==> config.mk <==
export PLATFORM = sky130hd
export DESIGN_NAME = g_bit
export DESIGN_NICKNAME = d
export VERILOG_FILES = /design/src/rtl/g_bit.sv
export SDC_FILE = /design/constraint.sdc
export NUM_CORES = 1
export LEC_CHECK = 0
export CAP_MARGIN = 15
export CORE_MARGIN = 2
export CORE_UTILIZATION = 30
export CTS_BUF_LIST = sky130_fd_sc_hd__clkbuf_8 sky130_fd_sc_hd__clkbuf_16
export CTS_CLUSTER_SIZE = 24
export DETAILED_ROUTE_END_ITERATION = 12
export SLEW_MARGIN = 0
export SYNTH_ARGS = -nofsm -noshare
export SYNTH_HDL_FRONTEND = slang
export SYNTH_SLANG_ARGS = --single-unit
==> constraint.sdc <==
create_clock -name relogio -period 1.6 [get_ports relogio]
set_clock_uncertainty 0.1 [all_clocks]
set_input_delay 0.32 -clock relogio [delete_from_list [all_inputs] [get_ports relogio]]
set_output_delay 0.32 -clock relogio [all_outputs]
set_load 0.02 [all_outputs]
==> src/rtl/g_bit.sv <==
// g_bit: clocked storage cell with change flag and saturating write counter.
// Optional `paridade` output (XOR of the stored value) when GBIT_PARITY_EN is defined.
module g_bit #(
  parameter int               WIDTH       = 1,
  parameter logic [WIDTH-1:0] RESET_VALUE = '0,
  parameter int               CNT_WIDTH   = 8
) (
  input  logic                 relogio,
  input  logic                 reinicio,
  input  logic [WIDTH-1:0]     dado,
  input  logic                 habilita,
  output logic [WIDTH-1:0]     resultado,
  output logic                 alterado,
  output logic [CNT_WIDTH-1:0] escritas
`ifdef GBIT_PARITY_EN
  ,
  output logic                 paridade
`endif
);

  localparam logic [CNT_WIDTH-1:0] CNT_MAX = '1;

  logic [WIDTH-1:0]     resultado_q, resultado_d;
  logic                 alterado_q, alterado_d;
  logic [CNT_WIDTH-1:0] escritas_q, escritas_d;

  always_comb begin
    resultado_d = resultado_q;
    alterado_d  = 1'b0;
    escritas_d  = escritas_q;
    if (habilita) begin
      resultado_d = dado;
      alterado_d  = (dado != resultado_q);
      // Counter sticks at all-ones; the data path keeps writing normally.
      if (escritas_q != CNT_MAX) begin
        escritas_d = escritas_q + 1'b1;
      end
    end
  end

  always_ff @(posedge relogio or posedge reinicio) begin
    if (reinicio) begin
      resultado_q <= RESET_VALUE;
      alterado_q  <= 1'b0;
      escritas_q  <= '0;
    end else begin
      resultado_q <= resultado_d;
      alterado_q  <= alterado_d;
      escritas_q  <= escritas_d;
    end
  end

  assign resultado = resultado_q;
  assign alterado  = alterado_q;
  assign escritas  = escritas_q;

`ifdef GBIT_PARITY_EN
  assign paridade = ^resultado_q;
`endif

endmodule

==> impl_metrics.json, run 1 <==
{
  "start_util": 0.3223,
  "path_clk_slew_ns": 0.05,
  "seqCellArea_um2": 251.5,
  "finalHoldViolCount": 0,
  "holdBufCountCts": 0,
  "nets": 73,
  "relSlewSlack": 0.7507,
  "rsz0062_at_grt": "no",
  "power_density_nw_per_um2": 1779,
  "finalMaxSlewViolations": 0,
  "vias": 406,
  "crit_arrival_ns": 1.53,
  "wl_per_cell_um": 12.76,
  "ant_nets": 0,
  "die_area_um2": 1956,
  "overflow": 0,
  "cp.required_ns": 1.61,
  "first_global_vias": 432,
  "ff2ff_setup_slack_ns": 0.08,
  "status": "complete, no violations",
  "totalPowerFinal_mw": 1.327,
  "reg2reg_from": "escritas[1]$_DFFE_PP0P_",
  "worst_pin_slew_ns": 0.3736,
  "drt_first_pass_iters": 4,
  "critPathMaxFanout": 6,
  "syn_area_um2": 485.5,
  "endpoint_kind": "flip-flop",
  "layout-drive-gt1-share": 0.2388,
  "path_class": "flip-flop to flip-flop",
  "clkSinkCount": 10,
  "cts_tree": "built",
  "syn_to_final_growth_pct": 53.61,
  "antenna_found_initial": 0,
  "finalWirelength_mm": 1.059,
  "setup_viol": 0,
  "yosysUniqueCellTypes": 20,
  "r2r_end": "escritas[1]$_DFFE_PP0P_",
  "place.gp.congestion": 0.7203,
  "min_path_type": "input pin to async pin",
  "multi_input_area_um2": 230.2,
  "track_usage": 0.1310,
  "cts_root_buf": "clkbuf_8",
  "fin_tns_setup_ns": 0,
  "drtIter0Drc": 12,
  "max_cap_viol_count": 0,
  "synth_seq_area_share": 0.5155,
  "clock.fmax_mhz": 659.3,
  "synthCells": 42,
  "holdWs_ns": 0.2561,
  "critPathLaunchType": "flip-flop",
  "core_area_um2": 1506,
  "grt_max_degree": 11,
  "p_leak_nw": 0.3570,
  "cts_buffers": 3,
  "syn-num-nets": 47,
  "ys_ff_latch": 10,
  "ys_warn_count": 0,
  "fill_cells": 152,
  "htree_levels": 1,
  "worstRegToRegCells": 4,
  "die_x_um": 44.23,
  "drt_drc_violations_left": 0,
  "io_buffers": 13,
  "grt_pass1_wl_mm": 1.759,
  "clockBufferDepth": 2,
  "num_rows": 14,
  "die_height_um": 44.23,
  "ir_drop_uv": 747.0,
  "routed_via_density": 4.892,
  "n_antenna_cell": 0,
  "utilization": 0.4950,
  "io_pins": 14,
  "dp_hpwl_um": 810.8,
  "clock_latency_ns": 0.24,
  "min_period_ns": 1.517,
  "synth_area_per_cell_um2": 11.56,
  "period_share": 0.9479
}
synth_stat cells:
master    instances  share of area
dfrtp_1          10           0.52
nand4_1           3          0.039
o31ai_1           2          0.031
ha_1              1          0.026
nand3_1           2          0.021
inv_1             2          0.015
a311oi_2          1          0.031
a31oi_1           1          0.013
mux2_1            4          0.093
and4_1            1          0.018
nand2_1           3          0.023
o21bai_1          1          0.015
xor2_1            2          0.036
xnor2_1           2          0.036
a21oi_1           1          0.010
nor2_1            2          0.015
and2_1            1          0.013
or2b_1            1          0.015
and3_4            1          0.023
o21ai_1           1          0.010
worst max-delay path, cell delays in order (launching register included):
cell and delay (ns):
dfrtp_1 0.36, ha_2 0.24, nand3_1 0.12, o21ai_1 0.23, mux2_1 0.34
sequential cells by signal (all words and copies together) (netlist names):
register and flops:
resultado 1, escritas 8, alterado 1
cell type report:
| cell class | instances | area share |
|---|---|---|
| inverter | 2 | 0.01007 |
| clock buffer | 4 | 0.07383 |
| tap | 16 | 0.02685 |
| timing repair buffer | 21 | 0.2433 |
| multi-input combinational | 30 | 0.3087 |
| sequential | 10 | 0.3372 |
cells in the final DEF, fill, tap and decap left out, types with 2 or more instances in the layout:
cell type        count
xnor2_1              2
inv_1                2
dfrtp_1              9
nand2_1              3
xor2_1               2
clkbuf_8             4
o31ai_1              2
mux2_1               4
nand4_1              3
buf_4                8
dlygate4sd2_1        9
nand3_1              2
nor2_1               2
clkdlybuf4s50_1      3
routing by layer:
metal	vias to the layer above	routed length [µm]	share of wire	GRT usage
li1	203	-	-	-
met1	190	455	0.43	0.1304
met2	11	515	0.49	0.2059
met3	2	58	0.055	0.06531
met4	0	30	0.028	0.1030
met5	-	0	0	0
power by group:
part	leakage [nW]	switching [mW]	internal, mW	total (mW)
clock network	0.0288	0.0988	0.216	0.315
registers	0.123	0.0912	0.349	0.440
logic	0.206	0.301	0.271	0.572
total	0.357	0.491	0.836	1.33
timing repair:
| item | 4_1_cts | 5_1_grt |
|---|---|---|
| endpoints found under the setup margin | 9 | 2 |
| buffers inserted | 0 | 0 |
| gates resized for setup | 9 | 2 |
through the flow:
stage / cell area (µm²) / instances / setup WS, ns
3_3_place_gp: 696.9 / 79 / -0.06210
5_1_grt: 745.7 / 83 / 0.02558
4_1_cts: 740.7 / 83 / 0.02194
2_1_floorplan: 486.7 / 42 / 0.005003
3_5_place_dp: 696.9 / 79 / -0.07384
6_report: 745.7 / 83 / 0.08331
cell families after synthesis:
group,after synthesis,share of synthesized area
and+or+nand+nor,14,0.1676
DFF,10,0.5155
AOI/OAI and AO/OA,7,0.1108
xor gates and xnor gates,4,0.07218
muxes,4,0.09278
buffers and inverters,2,0.01547
adders and majority gates,1,0.02577
worst max path at each step:
stage	end	from	depth (start not counted)
2_1_floorplan	escritas[1]$_DFFE_PP0P_	escritas[1]$_DFFE_PP0P_	4
3_3_place_gp	escritas[1]$_DFFE_PP0P_	habilita	4
3_5_place_dp	escritas[5]$_DFFE_PP0P_	habilita	5
4_1_cts	alterado	alterado$_DFF_PP0_	1
5_1_grt	escritas[1]$_DFFE_PP0P_	escritas[1]$_DFFE_PP0P_	4
6_report	escritas[1]$_DFFE_PP0P_	escritas[1]$_DFFE_PP0P_	4
Note: power is estimated with default switching activity, not from simulation.
==> run 2, diff against run 1 <==
CORE_MARGIN = 1.5   (was 2)
==> impl_metrics.json, run 2 (synthesized netlist as in run 1, its figures left out) <==
{
  "overflow": 0,
  "cp_slowest_cell": "clkdlybuf4s50_1",
  "place_area_um2": 689.4,
  "cts_setup_buffers": 0,
  "track_usage": 0.1375,
  "core_area_um2": 1506,
  "io_pins": 14,
  "cpPeakStageDelay_ns": 0.59,
  "wl_per_cell_um": 12.44,
  "crit_family": "buffers and inverters",
  "dpl_worst_slack_ns": -0.1175,
  "p_leak_nw": 0.3516,
  "final_area_um2": 733.2,
  "path_buf_inv": 1,
  "die_area_um2": 1868,
  "min_path_type": "input pin to async pin",
  "rsz0062_at_grt": "no",
  "cts_root_buf": "clkbuf_8",
  "syn_to_final_growth_pct": 51.03,
  "vias": 412,
  "max_cap_viol_count": 0,
  "n_antenna_cell": 0,
  "clkSinkCount": 10,
  "ir_drop_uv": 956.1,
  "ant_nets": 0,
  "multi_input_area_um2": 234.0,
  "clock.fmax_mhz": 640.6,
  "drt_drc_violations_left": 0,
  "die_height_um": 43.23,
  "path_class": "flip-flop to output port",
  "totalPowerFinal_mw": 1.267,
  "worst_pin_slew_ns": 0.3913,
  "cts_buffers": 3,
  "htree_levels": 1,
  "drtIter0Drc": 6,
  "layout-drive-gt1-share": 0.2273,
  "worstRegToRegCells": 4,
  "drt_first_pass_iters": 4,
  "die_x_um": 43.23,
  "nets": 72,
  "start_util": 0.3223,
  "io_buffers": 13,
  "endpoint_kind": "output port",
  "period_share": 0.9756,
  "critPathMaxFanout": 1,
  "seqCellArea_um2": 251.5,
  "grt_pass1_wl_mm": 1.780,
  "cp.required_ns": 1.18,
  "layout_commonest_cell": "dfrtp_1",
  "finalWirelength_mm": 1.020,
  "path_cells": "clkdlybuf4s50_1",
  "holdBufCountCts": 0,
  "ff2ff_setup_slack_ns": 0.13,
  "power_density_nw_per_um2": 1728,
  "reg2reg_from": "escritas[1]$_DFFE_PP0P_",
  "antenna_found_initial": 0,
  "fill_cells": 149,
  "clock_latency_ns": 0.23,
  "path_clk_slew_ns": 0.05,
  "grt_max_degree": 11,
  "min_period_ns": 1.561,
  "crit_arrival_ns": 1.14,
  "finalMaxSlewViolations": 0,
  "num_rows": 14,
  "first_global_vias": 400,
  "setup_viol": 0,
  "r2r_end": "escritas[1]$_DFFE_PP0P_",
  "finalHoldViolCount": 0,
  "largest_reg_flops": 8,
  "fin_ws_ns": 0.03899,
  "status": "complete, no violations",
  "routed_via_density": 5.024,
  "dp_hpwl_um": 768,
  "place.gp.congestion": 0.6905,
  "relSlewSlack": 0.7388,
  "layout_common_cells": "dfrtp_1, dlygate4sd2_1, buf_4",
  "critPathLaunchType": "flip-flop",
  "clockBufferDepth": 2,
  "cts_tree": "built"
}
-- run 2: timing repair --
| item | in CTS | in global routing |
|---|---|---|
| pin swaps | 0 | 0 |
| cloned | 0 | 0 |
| endpoints found under the setup margin | 8 | 2 |
| resized for setup | 8 | 3 |
-- run 2: cell type report --
class | count | area share
Clock buffer | 3 | 0.05631
Sequential cell | 10 | 0.3430
Multi-Input combinational cell | 30 | 0.3191
Timing Repair Buffer | 20 | 0.2389
Clock inverter | 1 | 0.005119
Inverter | 2 | 0.01024
Tap cell | 16 | 0.02730
-- run 2: report_power, final --
part / internal [mW] / total, mW / switching (mW)
Clock: 0.167 / 0.258 / 0.0909
Combinational: 0.270 / 0.571 / 0.301
Sequential: 0.349 / 0.437 / 0.0884
-- run 2: worst reg2reg max path: stages, from the launching register on --
cell and delay, ns:
dfrtp_1 0.36, ha_2 0.24, nand3_1 0.13, o21ai_2 0.18, mux2_1 0.33
-- run 2: metal layers --
metal	share of wire	global-route usage	vias up
met3	0.057	0.06383	2
met1	0.41	0.1671	193
met2	0.51	0.2000	15
met4	0.019	0.07273	0
met5	0	0	-
li1	-	-	202
-- run 2: per-stage QoR --
| stage | utilization | cells | hold WS [ns] | TNS (ns) |
|---|---|---|---|---|
| after floorplan | - | 42 | 0.06011 | 0 |
| after global placement | 0.4576 | 78 | 0.4184 | -0.3124 |
| after detailed placement | 0.4576 | 78 | 0.4311 | -0.4579 |
| after CTS | 0.4809 | 82 | 0.3174 | 0 |
| after global routing | 0.4867 | 82 | 0.3395 | 0 |
| final | 0.4867 | 82 | 0.2916 | 0 |
-- run 2: worst max path at each step --
stage                                 start                 endpoint  slack [ns]  depth (start not counted)
floorplan           escritas[1]$_DFFE_PP0P_  escritas[1]$_DFFE_PP0P_       0.005                          4
global placement                   habilita  escritas[5]$_DFFE_PP0P_       -0.07                          5
detailed placement                 habilita  escritas[7]$_DFFE_PP0P_       -0.12                          4
CTS                 escritas[7]$_DFFE_PP0P_              escritas[7]       0.002                          1
global route             alterado$_DFF_PP0_                 alterado       0.003                          1
finish                   alterado$_DFF_PP0_                 alterado        0.04                          1
==> run 3, diff against run 2 <==
CORE_UTILIZATION = 37   (was 30)
GPL_ROUTABILITY_DRIVEN = 1   (was not set)
==> impl_metrics.json, run 3 (synthesized netlist as in run 1, its figures left out) <==
{
  "status": "complete, no violations",
  "p_switching_uw": 500.9,
  "p_clk_frac": 0.237,
  "ant_nets": 0,
  "period_share": 0.9430,
  "max_cap_viol_count": 0,
  "fill_cells": 85,
  "power_density_nw_per_um2": 1774,
  "vias": 434,
  "overflow": 0,
  "p_leak_nw": 0.3578,
  "dp_hpwl_um": 828.4,
  "drtIter0Drc": 5,
  "cp_slowest_cell": "dfrtp_1",
  "io_pins": 14,
  "crit_arrival_ns": 1.53,
  "cts_setup_buffers": 0,
  "die_height_um": 39.22,
  "path_buf_inv": 0,
  "cp.required_ns": 1.62,
  "clockBufferDepth": 2,
  "core_area_um2": 1171,
  "holdBufCountCts": 0,
  "ir_drop_uv": 731.0,
  "holdWs_ns": 0.2621,
  "rsz0062_at_grt": "no",
  "cts_root_buf": "clkbuf_8",
  "antenna_found_initial": 0,
  "dpl_worst_slack_ns": -0.1155,
  "min_period_ns": 1.509,
  "critPathMaxFanout": 6,
  "final_area_um2": 748.2,
  "htree_levels": 1,
  "combPwrFrac": 0.430,
  "final_cells": 81,
  "switching_share": 0.3774,
  "wl_per_cell_um": 13.41,
  "endpoint_kind": "flip-flop",
  "power_frac_seq": 0.333,
  "start_util": 0.4145,
  "finalHoldViolCount": 0,
  "track_usage": 0.1874,
  "totalPowerFinal_mw": 1.327,
  "relSlewSlack": 0.7440,
  "io_buffers": 13,
  "num_rows": 12,
  "clock_latency_ns": 0.23,
  "finalWirelength_mm": 1.086,
  "syn_to_final_growth_pct": 54.12,
  "worst_pin_slew_ns": 0.3836,
  "path_class": "flip-flop to flip-flop",
  "first_global_vias": 438,
  "internal_power_uw": 826.3,
  "clkSinkCount": 10,
  "cpPeakStageDelay_ns": 0.38,
  "place_area_um2": 694.4,
  "placedCellCount": 77,
  "largest_reg_flops": 8,
  "die_area_um2": 1538,
  "drt_first_pass_iters": 4,
  "cts_buffers": 3,
  "drt_drc_violations_left": 0,
  "place.gp.congestion": 0.8343,
  "grt_max_degree": 11,
  "cts_tree": "built",
  "layout-drive-gt1-share": 0.2537,
  "n_antenna_cell": 0,
  "nets": 73,
  "min_path_type": "input pin to async pin",
  "fin_ws_ns": 0.09113,
  "seqCellArea_um2": 251.5,
  "critPathLaunchType": "flip-flop",
  "setup_viol": 0,
  "die_x_um": 39.22,
  "crit_family": "flip-flops",
  "clock.fmax_mhz": 662.7,
  "multi_input_area_um2": 235.2,
  "finalMaxSlewViolations": 0,
  "grt_pass1_wl_mm": 1.835,
  "layout_common_cells": "dfrtp_1, dlygate4sd2_1, buf_4",
  "path_clk_slew_ns": 0.05,
  "routed_via_density": 5.358,
  "path_cells": "ha_2 -> nand3_1 -> o21ai_1 -> mux2_1"
}
run 3: cell count changes in the layout (fill, tap and decap cells not counted), sizes merged:
cell	before	now
buf	7	8
clkbuf	3	4
clkdlybuf4s50	4	3
dlygate4sd2	8	9
inv	3	2
run 3: final cells by class:
class,instances,share of cell area
clock buffer,4,0.07358
sequential,10,0.3361
timing repair buffer,21,0.2425
multi-input combinational,30,0.3144
tap,14,0.02341
inverter,2,0.01003
run 3: final timing paths:
| kind | from | endpoint | slack (ns) | cells after the start |
|---|---|---|---|---|
| setup / recovery | escritas[1]$_DFFE_PP0P_ | escritas[1]$_DFFE_PP0P_ | 0.09 | 4 |
| hold / removal | reinicio | escritas[1]$_DFFE_PP0P_ | 0.26 | 2 |
| setup reg to reg | escritas[1]$_DFFE_PP0P_ | escritas[1]$_DFFE_PP0P_ | 0.09 | 4 |
| hold reg to reg | escritas[0]$_DFFE_PP0P_ | escritas[0]$_DFFE_PP0P_ | 0.40 | 1 |
| max in group asynchronous | reinicio | escritas[0]$_DFFE_PP0P_ | 0.84 | 2 |
| min in group relogio | escritas[0]$_DFFE_PP0P_ | escritas[0]$_DFFE_PP0P_ | 0.40 | 1 |
run 3: power groups by stage:
stage / clock network (mW) / logic, mW / registers [mW]
floorplan: 0 / 0.177 / 0.572
global placement: 0 / 0.607 / 0.436
detailed placement: 0 / 0.626 / 0.443
CTS: 0.321 / 0.568 / 0.439
global route: 0.329 / 0.630 / 0.458
finish: 0.315 / 0.571 / 0.441
run 3: stage by stage:
step | TNS [ns] | utilization
final | 0 | 0.6389
after global placement | -0.1310 | 0.5929
after detailed placement | -0.3021 | 0.5929
after floorplan | 0 | -
after global routing | 0 | 0.6389
after CTS | 0 | 0.6303
run 3: timing repair:
item,in CTS,in global routing
resized for setup,9,3
setup endpoints to repair,9,3
hold endpoints to repair,0,0
run 3: routing by layer:
| layer | vias up | wire, µm | global-route usage |
|---|---|---|---|
| li1 | 205 | - | - |
| met1 | 217 | 456 | 0.1978 |
| met2 | 10 | 575 | 0.3375 |
| met3 | 2 | 47 | 0.04046 |
| met4 | 0 | 7 | 0.1034 |
| met5 | - | 0 | 0 |
